### src/rtl/alu_arbiter.sv
// rtl/alu_arbiter.sv - round-robin arbiter sharing one ALU between two requesters
// Single issue slot feeds the ALU; results land in per-requester response buffers.
module alu_arbiter #(
  parameter int WIDTH   = 32,
  parameter int NUM_OPS = 10
) (
  input  logic             CLK,
  input  logic             RST,
  input  logic             req0_valid,
  output logic             req0_ready,
  input  logic [3:0]       req0_opcode,
  input  logic [WIDTH-1:0] req0_op1,
  input  logic [WIDTH-1:0] req0_op2,
  input  logic             req1_valid,
  output logic             req1_ready,
  input  logic [3:0]       req1_opcode,
  input  logic [WIDTH-1:0] req1_op1,
  input  logic [WIDTH-1:0] req1_op2,
  output logic             rsp0_valid,
  input  logic             rsp0_ready,
  output logic [WIDTH-1:0] rsp0_res,
  output logic             rsp0_zero,
  output logic             rsp0_err,
  output logic             rsp1_valid,
  input  logic             rsp1_ready,
  output logic [WIDTH-1:0] rsp1_res,
  output logic             rsp1_zero,
  output logic             rsp1_err,
  output logic [3:0]       alu_opcode,
  output logic [WIDTH-1:0] alu_op1,
  output logic [WIDTH-1:0] alu_op2,
  input  logic [WIDTH-1:0] alu_res,
  input  logic             alu_zero
);

  logic             iss_valid;
  logic             iss_id;
  logic [3:0]       iss_opcode;
  logic [WIDTH-1:0] iss_op1;
  logic [WIDTH-1:0] iss_op2;
  logic             last_grant;

  logic             rsp0_free;
  logic             rsp1_free;
  logic             drain;
  logic             slot_free;
  logic             grant0;
  logic             grant1;
  logic             legal;
  logic             load0;
  logic             load1;
  logic [WIDTH-1:0] load_res;
  logic             load_zero;

  assign rsp0_free = !rsp0_valid || rsp0_ready;
  assign rsp1_free = !rsp1_valid || rsp1_ready;
  assign drain     = iss_valid && (iss_id ? rsp1_free : rsp0_free);
  assign slot_free = !iss_valid || drain;

  // On a tie the requester that did not win last time gets the slot.
  assign grant0 = slot_free && req0_valid && (!req1_valid || last_grant);
  assign grant1 = slot_free && req1_valid && (!req0_valid || !last_grant);

  assign req0_ready = grant0;
  assign req1_ready = grant1;

  assign alu_opcode = iss_opcode;
  assign alu_op1    = iss_op1;
  assign alu_op2    = iss_op2;

  assign legal     = (32'(iss_opcode) < NUM_OPS);
  assign load_res  = legal ? alu_res : '0;
  assign load_zero = legal ? alu_zero : 1'b1;
  assign load0     = drain && !iss_id;
  assign load1     = drain && iss_id;

  always_ff @(posedge CLK or posedge RST) begin
    if (RST) begin
      iss_valid  <= 1'b0;
      iss_id     <= 1'b0;
      iss_opcode <= '0;
      iss_op1    <= '0;
      iss_op2    <= '0;
      last_grant <= 1'b1;
    end else if (grant0 || grant1) begin
      iss_valid  <= 1'b1;
      iss_id     <= grant1;
      iss_opcode <= grant1 ? req1_opcode : req0_opcode;
      iss_op1    <= grant1 ? req1_op1 : req0_op1;
      iss_op2    <= grant1 ? req1_op2 : req0_op2;
      last_grant <= grant1;
    end else if (drain) begin
      iss_valid <= 1'b0;
    end
  end

  always_ff @(posedge CLK or posedge RST) begin
    if (RST) begin
      rsp0_valid <= 1'b0;
      rsp0_res   <= '0;
      rsp0_zero  <= 1'b0;
      rsp0_err   <= 1'b0;
    end else if (load0) begin
      rsp0_valid <= 1'b1;
      rsp0_res   <= load_res;
      rsp0_zero  <= load_zero;
      rsp0_err   <= !legal;
    end else if (rsp0_ready) begin
      rsp0_valid <= 1'b0;
    end
  end

  always_ff @(posedge CLK or posedge RST) begin
    if (RST) begin
      rsp1_valid <= 1'b0;
      rsp1_res   <= '0;
      rsp1_zero  <= 1'b0;
      rsp1_err   <= 1'b0;
    end else if (load1) begin
      rsp1_valid <= 1'b1;
      rsp1_res   <= load_res;
      rsp1_zero  <= load_zero;
      rsp1_err   <= !legal;
    end else if (rsp1_ready) begin
      rsp1_valid <= 1'b0;
    end
  end

endmodule

### config.mk
export PLATFORM = sky130hd
export DESIGN_NAME = alu_arbiter
export DESIGN_NICKNAME = d
export VERILOG_FILES = /design/src/rtl/alu_arbiter.sv
export SDC_FILE = /design/constraint.sdc
export NUM_CORES = 1
export LEC_CHECK = 0
export CAP_MARGIN = 20
export CELL_PAD_IN_SITES_DETAIL_PLACEMENT = 1
export CELL_PAD_IN_SITES_GLOBAL_PLACEMENT = 2
export CORE_UTILIZATION = 40
export CTS_CLUSTER_SIZE = 12
export DETAILED_ROUTE_END_ITERATION = 8
export DONT_BUFFER_PORTS = 1
export HOLD_SLACK_MARGIN = 0.1
export PLACE_DENSITY_LB_ADDON = 0.1
export SYNTH_ARGS = -nofsm -noshare
export SYNTH_HDL_FRONTEND = slang
export SYNTH_SLANG_ARGS = --single-unit
export TNS_END_PERCENT = 20
### constraint.sdc
create_clock -name CLK -period 5.8 [get_ports CLK]
set_input_delay 0.58 -clock CLK [delete_from_list [all_inputs] [get_ports CLK]]
set_output_delay 0.58 -clock CLK [all_outputs]
set_load 0.02 [all_outputs]
==> impl_metrics.tcl, run 1 <==
set metrics [dict create \
    clock_skew_ps 7.246 \
    cts_tree "built" \
    place_ws_ps 2798 \
    syn2layout_area_growth_pct 12.13 \
    synth_top_area_cell "dfrtp_1" \
    synth_xor_area_frac 0 \
    globalRoute.totalOverflow 0 \
    synth_cell_types 25 \
    routedWlPerCell_um 22.73 \
    grt_pass1_wl_mm 21.90 \
    grt_max_degree 78 \
    pin_count 315 \
    drt_wl_total_mm 14.91 \
    final.period_utilization 0.4703 \
    yosys-top-cells-area "dfrtp_1, mux2_2, mux2_4" \
    post-route-util 0.4573 \
    ant_nets 0 \
    rsz0062_at_grt "no" \
    place_congestion 0.7279 \
    hold_slack_ps 152.9 \
    cp_cell_sequence "a21boi_4 -> buf_12 -> buf_4 -> and2_1" \
    rows 46 \
    layout_common_cells "mux2_2, dfrtp_1, and2_1, mux2_4, clkbuf_16" \
    hold_path_class "primary input to async pin" \
    place_hpwl_mm 10.73 \
    viasPerCell 5.264 \
    post_cts_resized 0 \
    synthFlopType "dfrtp_1" \
    drtIter0Drc 83 \
    async_flop_share 1.000 \
    mostFrequentLayoutCell "mux2_2" \
    crit_buf_inv 2 \
    synth_top_area_frac 0.5427 \
    synthAdderAreaFrac 0 \
    hold_viol 0 \
    r2r_slack_ps 3610 \
    synth_top_family_by_area "multiplexers" \
    fp.coreArea_um2 15830 \
    worstMarginPinSlew_ps 1087 \
    synth_cells 427 \
    crit_family "buffers and inverters" \
    synthesis.nets 602 \
    cellPowerDensity_nw_per_um2 628.0 \
    cts-root-buf "clkbuf_16" \
    h-tree-depth 4 \
    reg2reg_to "alu_op2[0]$_DFFE_PP0P_" \
    end_kind "output port" \
    cpMaxStageDelayCell "buf_4" \
    ir_drop_uv 257.0 \
    die_y_um 129.0 \
    path_depth 4 \
    reg2regPathDepth 5 \
    vias 3453 \
    dieArea_um2 16650 \
    maxCapViolCount 0 \
    setup_ws_ps 3073 \
    endpoint "req1_ready" \
    critPathLaunch "last_grant$_DFFE_PP1P_" \
    slew_viol_final 0 \
    grt_pass1_vias 3711 \
    antenna_found_initial 1 \
    drc 0 \
    cts_buffers 17 \
    cp.required_ps 5220 \
    post_synth_mux_area_share 0.3671 \
    clockBufferDepth 2 \
    cts_setup_buffers 0 \
    dr.pass1.iters 4 \
    p_total_mw 4.545 \
    fmax_mhz 366.6 \
    nets 601 \
    drive_gt1_frac 0.5262 \
    grt_usage 0.1796 \
    cp_max_fo 38 \
    clk_latency_ps 410 \
    ys_warn_count 0 \
    r2r-start "last_grant$_DFFE_PP1P_" \
    clkSinkCount 141 \
    layout_min_cycle_time_ps 2727 \
    crit_arrival_ps 2150 \
    start_util 0.4078 \
    crit_path_max_incr_delay_ps 450 \
    criticalPathCategory "flop to output port" \
    yosys_register_bits 141 \
    path_clk_slew_ps 50 \
    ys_seq_area_frac 0.5468 \
    status "finished clean" \
    port_buffers 0 \
    yosys.area_share.simple 0.04516 \
    slew_headroom 0.2735 \
    cts_hold_buf 0 \
    leakagePower_nw 3.128 \
    die_x_um 129.0 \
    synth-compound-area-share 0.01182 \
    finalSetupTns_ps 0 \
    setup_viol 0 \
    synth_area_um2 6455 \
    startpoint_type "flop" \
    synth_edf_count 0 \
    syn_avg_cell_area_um2 15.12 \
]
cell type report:
class,instances,area [µm²]
antenna,1,2.502
clock buffer,21,450.4
clock inverter,11,142.6
fill,1570,8589
inverter,3,16.27
multi-input combinational,258,2756
sequential,141,3530
tap,216,270.3
timing repair buffer,5,70.07
worst min path at each step:
stage / from / slack, ps / cells past startpoint / to
floorplan: iss_id$_DFFE_PP0P_ / 510 / 1 / iss_id$_DFFE_PP0P_
global placement: iss_id$_DFFE_PP0P_ / 550 / 1 / iss_id$_DFFE_PP0P_
detailed placement: iss_id$_DFFE_PP0P_ / 550 / 1 / iss_id$_DFFE_PP0P_
CTS: RST / 170 / 1 / alu_op2[22]$_DFFE_PP0P_
global route: RST / 190 / 1 / alu_op2[22]$_DFFE_PP0P_
finish: RST / 150 / 1 / alu_op2[22]$_DFFE_PP0P_
kinds of logic after synthesis:
logic type | Yosys count
buffers and inverters | 28
multiplexers | 204
AND/OR/NAND/NOR | 47
AO/OA/AOI/OAI | 7
flip-flops | 141
power breakdown:
part           switching [mW]  internal [mW]  leakage [nW]
Combinational           0.458          0.672          1.14
Clock                   0.402          0.685         0.287
Sequential              0.900           1.43          1.70
Total                    1.76           2.78          3.13
cells in the mapped netlist (3+ instances only):
master    number
mux2_2       168
dfrtp_1      140
and2_1        33
mux2_4        20
mux2_1        14
buf_2         12
buf_6          8
nand2_1        4
clkbuf_1       3
inv_1          3
nor2b_1        3
state kept, by name, summed over array words and instances (netlist names), 4 cells and up:
name and cells:
alu_op1 32, alu_opcode 4, rsp0_res 32, rsp1_res 32, alu_op2 32
per-layer routing:
layer  vias to the layer above  part of all wire  global-route usage  wire, µm
met5                         -                 0                   0         0
li1                       1500                 -                   -         -
met2                       179              0.52              0.3062      7774
met1                      1756              0.35              0.1921      5243
met3                        18              0.11             0.08258      1657
met4                         0             0.016             0.07682       238
through the flow:
stage                     area, µm²  cells
after floorplan                6455    427
final                          7238    656
after global placement         6595    621
after detailed placement       6595    621
after global routing           7238    656
after CTS                      7188    653
Power figures use the tool's default switching activity.
==> inputs of run 2 (changes only) <==
--- a/config.mk
+++ b/config.mk
@@ -8,7 +8,7 @@
 export CAP_MARGIN = 20
 export CELL_PAD_IN_SITES_DETAIL_PLACEMENT = 1
 export CELL_PAD_IN_SITES_GLOBAL_PLACEMENT = 2
-export CORE_UTILIZATION = 40
+export CORE_UTILIZATION = 36
 export CTS_CLUSTER_SIZE = 12
 export DETAILED_ROUTE_END_ITERATION = 8
 export DONT_BUFFER_PORTS = 1
==> constraint.sdc (replaced) <==
create_clock -name CLK -period 2.3 [get_ports CLK]
set_input_delay 0.23 -clock CLK [delete_from_list [all_inputs] [get_ports CLK]]
set_output_delay 0.23 -clock CLK [all_outputs]
set_load 0.02 [all_outputs]
==> impl_metrics.tcl, run 2 <==
set metrics [dict create \
    synth_edf_count 0 \
    status "did not finish" \
    yosys.area_share.simple 0.04516 \
    synth-compound-area-share 0.01182 \
    synthFlopType "dfrtp_1" \
    stop_stage "clock tree synthesis" \
    synth_top_family_by_area "multiplexers" \
    yosys-top-cells-area "dfrtp_1, mux2_2, mux2_4" \
    place_hpwl_mm 10.96 \
    port_buffers 0 \
    cts_buffers 17 \
    ys_seq_area_frac 0.5468 \
    cts_setup_buffers 0 \
    place_congestion 0.7424 \
    cts-root-buf "clkbuf_16" \
    synth_cells 427 \
    error "[ERROR RSZ-0060] Max buffer count reached." \
    synth_common_cells "mux2_2, dfrtp_1, and2_1, mux2_4, mux2_1" \
    pin_count 315 \
    clkSinkCount 141 \
    post_synth_mux_area_share 0.3671 \
    synth_xor_area_frac 0 \
    synthAdderAreaFrac 0 \
    syn_avg_cell_area_um2 15.12 \
    cts_hold_buf 135 \
    yosys_register_bits 141 \
    ys_warn_count 0 \
    synth_top_area_cell "dfrtp_1" \
    rows 48 \
    synth_cell_types 25 \
    async_flop_share 1.000 \
    h-tree-depth 4 \
    die_x_um 135.9 \
    synth_top_area_frac 0.5427 \
    clockBufferDepth 2 \
    die_y_um 135.9 \
    post_cts_resized 0 \
    synth_area_um2 6455 \
    synthesis.nets 602 \
    start_util 0.3706 \
    yosysMostFrequentCell "mux2_2" \
]
run 2: cell counts after synthesis:
No cell type changed its count.
run 2: cells by family after synthesis:
| family | Yosys count |
|---|---|
| flops | 141 |
| buf+inv | 28 |
| compound gates | 7 |
| mux | 204 |
| simple gates | 47 |
run 2: through the flow:
step | instance area (µm²) | std cells | util | hold slack (ps) | setup WS (ps)
detailed placement | 6745 | 637 | 0.3873 | 234.5 | 460.9
global placement | 6745 | 637 | 0.3873 | 228.5 | 502.8
floorplan | 6459 | 427 | - | 329.9 | 307.7
==> inputs of run 3 (changes only) <==
==> config.mk (replaced) <==
export PLATFORM = sky130hd
export DESIGN_NAME = alu_arbiter
export DESIGN_NICKNAME = d
export VERILOG_FILES = /design/src/rtl/alu_arbiter.sv
export SDC_FILE = /design/constraint.sdc
export NUM_CORES = 1
export LEC_CHECK = 0
export CAP_MARGIN = 20
export CORE_UTILIZATION = 30
export DETAILED_ROUTE_END_ITERATION = 8
export DONT_BUFFER_PORTS = 1
export PLACE_DENSITY_LB_ADDON = 0.15
export SYNTH_ARGS = -nofsm -noshare
export SYNTH_HDL_FRONTEND = slang
export SYNTH_SLANG_ARGS = --single-unit
export TNS_END_PERCENT = 20
==> constraint.sdc (replaced) <==
create_clock -name CLK -period 3 [get_ports CLK]
set_input_delay 0.3 -clock CLK [delete_from_list [all_inputs] [get_ports CLK]]
set_output_delay 0.3 -clock CLK [all_outputs]
set_load 0.02 [all_outputs]
==> impl_metrics.tcl, run 3 (synthesized netlist as in run 1, its figures left out) <==
set metrics [dict create \
    vias 3461 \
    drive_gt1_frac 0.5338 \
    place_ws_ps 967.1 \
    rows 53 \
    start_util 0.3061 \
    cp_max_fo 26 \
    final_area_um2 7347 \
    globalRoute.totalOverflow 0 \
    grt_max_degree 142 \
    h-tree-depth 4 \
    finalSetupTns_ps 0 \
    cp.required_ps 3290 \
    r2r-start "rsp1_valid$_DFFE_PP0P_" \
    nets 606 \
    ant_nets 0 \
    cpMaxStageDelayCell "o221a_4" \
    place_congestion 0.7296 \
    setup_ws_ps 991.9 \
    final.period_utilization 0.6694 \
    maxCapViolCount 0 \
    grt_pass1_vias 3790 \
    hold_slack_ps -22.13 \
    reg2reg_to "alu_op1[11]$_DFFE_PP0P_" \
    grt_pass1_wl_mm 22.50 \
    cts_buffers 17 \
    cts-root-buf "clkbuf_16" \
    worstMarginPinSlew_ps 751.6 \
    routedWlPerCell_um 20.78 \
    antenna_found_initial 1 \
    cellPowerDensity_nw_per_um2 1193 \
    clk_latency_ps 410 \
    path_clk_slew_ps 60 \
    hold_viol 32 \
    place_hpwl_mm 10.69 \
    clkSinkCount 141 \
    crit_arrival_ps 2300 \
    post_cts_resized 0 \
    leakagePower_nw 3.143 \
    ir_drop_uv 462.4 \
    die_x_um 148.7 \
    crit_path_max_incr_delay_ps 510 \
    viasPerCell 4.807 \
    layout_min_cycle_time_ps 2008 \
    reg2regPathDepth 4 \
    clockBufferDepth 2 \
    fp.coreArea_um2 21090 \
    dpl_cell_area_um2 6743 \
    rsz0062_at_grt "no" \
    fmax_mhz 498.0 \
    setup_viol 0 \
    slew_viol_final 0 \
    dieArea_um2 22110 \
    slew_headroom 0.4989 \
    die_y_um 148.7 \
    fin_cells 720 \
    layout_common_cells "mux2_2, dfrtp_1, and2_1, mux2_4, clkbuf_16" \
    drc 0 \
    r2r_slack_ps 990 \
    end_kind "flop" \
    cts_tree "built" \
    pin_count 315 \
    drt_wl_total_mm 14.96 \
    port_buffers 0 \
    violations "negative hold slack" \
    dp_cells 685 \
    dr.pass1.iters 3 \
    mostFrequentLayoutCell "mux2_2" \
    criticalPathCategory "flop to flop" \
    cp_cell_sequence "nand4b_1 -> o221a_4 -> buf_4 -> mux2_2" \
    clock_skew_ps 7.912 \
    hold_path_class "primary input to async pin" \
    startpoint_type "flop" \
    drtIter0Drc 75 \
    grt_usage 0.1376 \
    status "finished with violations" \
    syn2layout_area_growth_pct 13.82 \
]
==> run 3: area by class of cell <==
type / count / area, µm²
sequential: 141 / 3530
multi-input combinational: 258 / 2756
fill: 2028 / 13740
clock inverter: 13 / 128.9
inverter: 3 / 15.01
antenna: 1 / 2.502
clock buffer: 19 / 452.9
tap: 275 / 344.1
timing repair buffer: 10 / 117.6
==> run 3: worst max-delay path, delay by kind of cell (launching register included) <==
kind	cells	cell delay [ps]
AO/OA/AOI/OAI	1	510
flip-flops	1	470
multiplexers	1	360
buffers and inverters	1	330
AND/OR/NAND/NOR	1	190
==> run 3: through the flow <==
stage               power, mW  utilization
global route            9.278       0.3484
finish                  8.766       0.3484
detailed placement      6.805       0.3197
global placement        6.724       0.3197
floorplan               6.183            -
CTS                     8.936       0.3483
==> run 3: timing repair <==
item                      CTS  global route
hold buffers                2             0
buffers inserted            0             0
hold endpoints to repair    1             0
==> run 3: where the power goes <==
group | internal, mW | total (mW) | switching [mW]
clock network | 1.20 | 2.07 | 0.865
registers | 2.76 | 4.48 | 1.72
logic | 1.32 | 2.22 | 0.899
total | 5.28 | 8.77 | 3.48
==> run 3: worst max path at each step <==
stage,start,slack [ps],cells past startpoint,end
after detailed placement,rsp1_valid$_DFFE_PP0P_,970,4,alu_op1[13]$_DFFE_PP0P_
final,rsp1_valid$_DFFE_PP0P_,990,4,alu_op1[11]$_DFFE_PP0P_
after global placement,rsp1_valid$_DFFE_PP0P_,1020,4,alu_op1[0]$_DFFE_PP0P_
after floorplan,RST,940,1,alu_op1[0]$_DFFE_PP0P_
after CTS,rsp1_valid$_DFFE_PP0P_,960,4,alu_op1[13]$_DFFE_PP0P_
after global routing,rsp1_valid$_DFFE_PP0P_,880,4,alu_op1[13]$_DFFE_PP0P_
==> run 3: metal layers <==
metal / up-vias / GRT usage / wire length [µm]
li1: 1517 / - / -
met1: 1736 / 0.1553 / 5544
met2: 193 / 0.2266 / 7517
met3: 15 / 0.06411 / 1684
met4: 0 / 0.04897 / 218
met5: - / 0 / 0
==> inputs of run 4 (changes only) <==
==> constraint.sdc (replaced) <==
create_clock -name CLK -period 1.6 [get_ports CLK]
set_input_delay 0.16 -clock CLK [delete_from_list [all_inputs] [get_ports CLK]]
set_output_delay 0.16 -clock CLK [all_outputs]
set_load 0.02 [all_outputs]
==> impl_metrics.tcl, run 4 (synthesized netlist as in run 1, its figures left out) <==
set metrics [dict create \
    hold_path_class "primary input to flop" \
    crit_family "multiplexers" \
    clkSinkCount 141 \
    criticalPathCategory "flop to flop" \
    die_y_um 148.7 \
    place_hpwl_mm 11.35 \
    clk_latency_ps 410 \
    violations "negative setup slack" \
    antenna_found_initial 1 \
    ant_nets 0 \
    cp.required_ps 1900 \
    fin_cells 790 \
    maxCapViolCount 0 \
    crit_path_max_incr_delay_ps 550 \
    place_congestion 0.6907 \
    ir_drop_uv 847.4 \
    cellPowerDensity_nw_per_um2 2143 \
    grt_usage 0.1429 \
    drt_wl_total_mm 16.85 \
    startpoint_type "flop" \
    path_clk_slew_ps 60 \
    rsz0062_at_grt "yes" \
    cpMaxStageDelayCell "dfstp_2" \
    vias 3780 \
    syn2layout_area_growth_pct 29.23 \
    port_buffers 0 \
    p_total_mw 17.87 \
    nets 676 \
    routedWlPerCell_um 21.33 \
    rows 53 \
    layout_common_cells "dfrtp_1, mux2_2, mux2_4, dlygate4sd3_1, and2_1" \
    grtUsageMet2 0.2456 \
    viasPerCell 4.785 \
    busiest_layer "met2" \
    crit_arrival_ps 1960 \
    h-tree-depth 4 \
    cp_max_fo 22 \
    layout_min_cycle_time_ps 1665 \
    dieArea_um2 22110 \
    dr.pass1.iters 4 \
    end_kind "flop" \
    crit_buf_inv 2 \
    drive_gt1_frac 0.5272 \
    pin_count 315 \
    grt_pass1_wl_mm 23.63 \
    dp_cells 702 \
    fp.coreArea_um2 21090 \
    fmax_mhz 600.6 \
    mostFrequentLayoutCell "dfrtp_1" \
    clockBufferDepth 2 \
    met3_usage 0.06534 \
    globalRoute.totalOverflow 0 \
    worstMarginPinSlew_ps 470.2 \
    hold_viol 0 \
    setup_viol 31 \
    grt_pass1_vias 4110 \
    setup_ws_ps -64.97 \
    die_x_um 148.7 \
    cts_buffers 17 \
    cts-root-buf "clkbuf_16" \
    grt_max_degree 56 \
    drc 0 \
    slew_viol_final 0 \
    final.period_utilization 1.041 \
    cp_cell_sequence "a21boi_4 -> buf_12 -> clkbuf_16 -> mux2_1 -> mux2_2" \
    use_met1 0.1533 \
    leakagePower_nw 3.687 \
    clock_skew_ps 5.844 \
    slew_headroom 0.6859 \
    start_util 0.3061 \
    cts_tree "built" \
    status "finished with violations" \
    drtIter0Drc 63 \
]
run 4: changes by cell type in the layout (fill, tap and decap cells not counted), sizes merged:
| cell | before | now |
|---|---|---|
| clkbuf | 19 | 24 |
| dlygate4sd3 | 2 | 45 |
| bufinv | 1 | 3 |
| clkinvlp | 3 | 5 |
| buf | 8 | 32 |
| inv | 7 | 5 |
| clkinv | 5 | 1 |
run 4: where the power goes:
part           total (mW)  internal [mW]  switching, mW  leakage (nW)
logic                5.39           3.32           2.07          1.69
registers            8.30           5.18           3.13          1.70
clock network        4.19           2.60           1.59         0.293
total                17.9           11.1           6.78          3.69
run 4: worst paths after layout:
path,startpoint,to,slack [ps],cells past startpoint
max in group asynchronous,RST,last_grant$_DFFE_PP1P_,700,3
hold reg to reg,rsp1_valid$_DFFE_PP0P_,rsp1_valid$_DFFE_PP0P_,530,2
min in group asynchronous,RST,rsp0_res[17]$_DFFE_PP0P_,250,2
hold / removal,alu_res[23],rsp1_res[23]$_DFFE_PP0P_,20,2
setup reg to reg,last_grant$_DFFE_PP1P_,alu_op1[31]$_DFFE_PP0P_,-60,5
setup / recovery,last_grant$_DFFE_PP1P_,alu_op1[31]$_DFFE_PP0P_,-60,5
run 4: final cells by class:
type | count | area [µm²]
multi-input cells | 258 | 2898
inverters | 3 | 15.01
well taps | 275 | 344.1
repair buffers | 80 | 927.1
fillers | 1973 | 12750
clock inverters | 11 | 155.1
clock buffers | 21 | 470.5
flip-flops and latches | 141 | 3530
diodes | 1 | 2.502
run 4: timing repair:
action,in CTS,in global routing
gates cloned,0,3
endpoints found under the setup margin,46,88
pin swaps,3,5
hold endpoints to repair,60,1
resized for setup,3,37
setup buffers,5,2
hold buffers,44,1
run 4: per-stage QoR:
step                area, µm²    util  hold slack [ps]  TNS [ps]  setup WS [ps]
finish                   8342  0.3956            21.21    -726.9         -64.97
global placement         6970  0.3305            63.53    -35.15         -7.978
CTS                      8084  0.3834           0.1679     -1397         -51.47
detailed placement       6970  0.3305            66.90     -1182         -44.97
global route             8339  0.3955            1.149     -4536         -114.3
floorplan                6459       -            259.9    -45120         -322.3
run 4: routing by layer:
metal	wire length, µm	vias to the layer above
met1	6357	1917
met5	0	-
met2	8545	198
met3	1726	15
met4	222	0
li1	-	1650
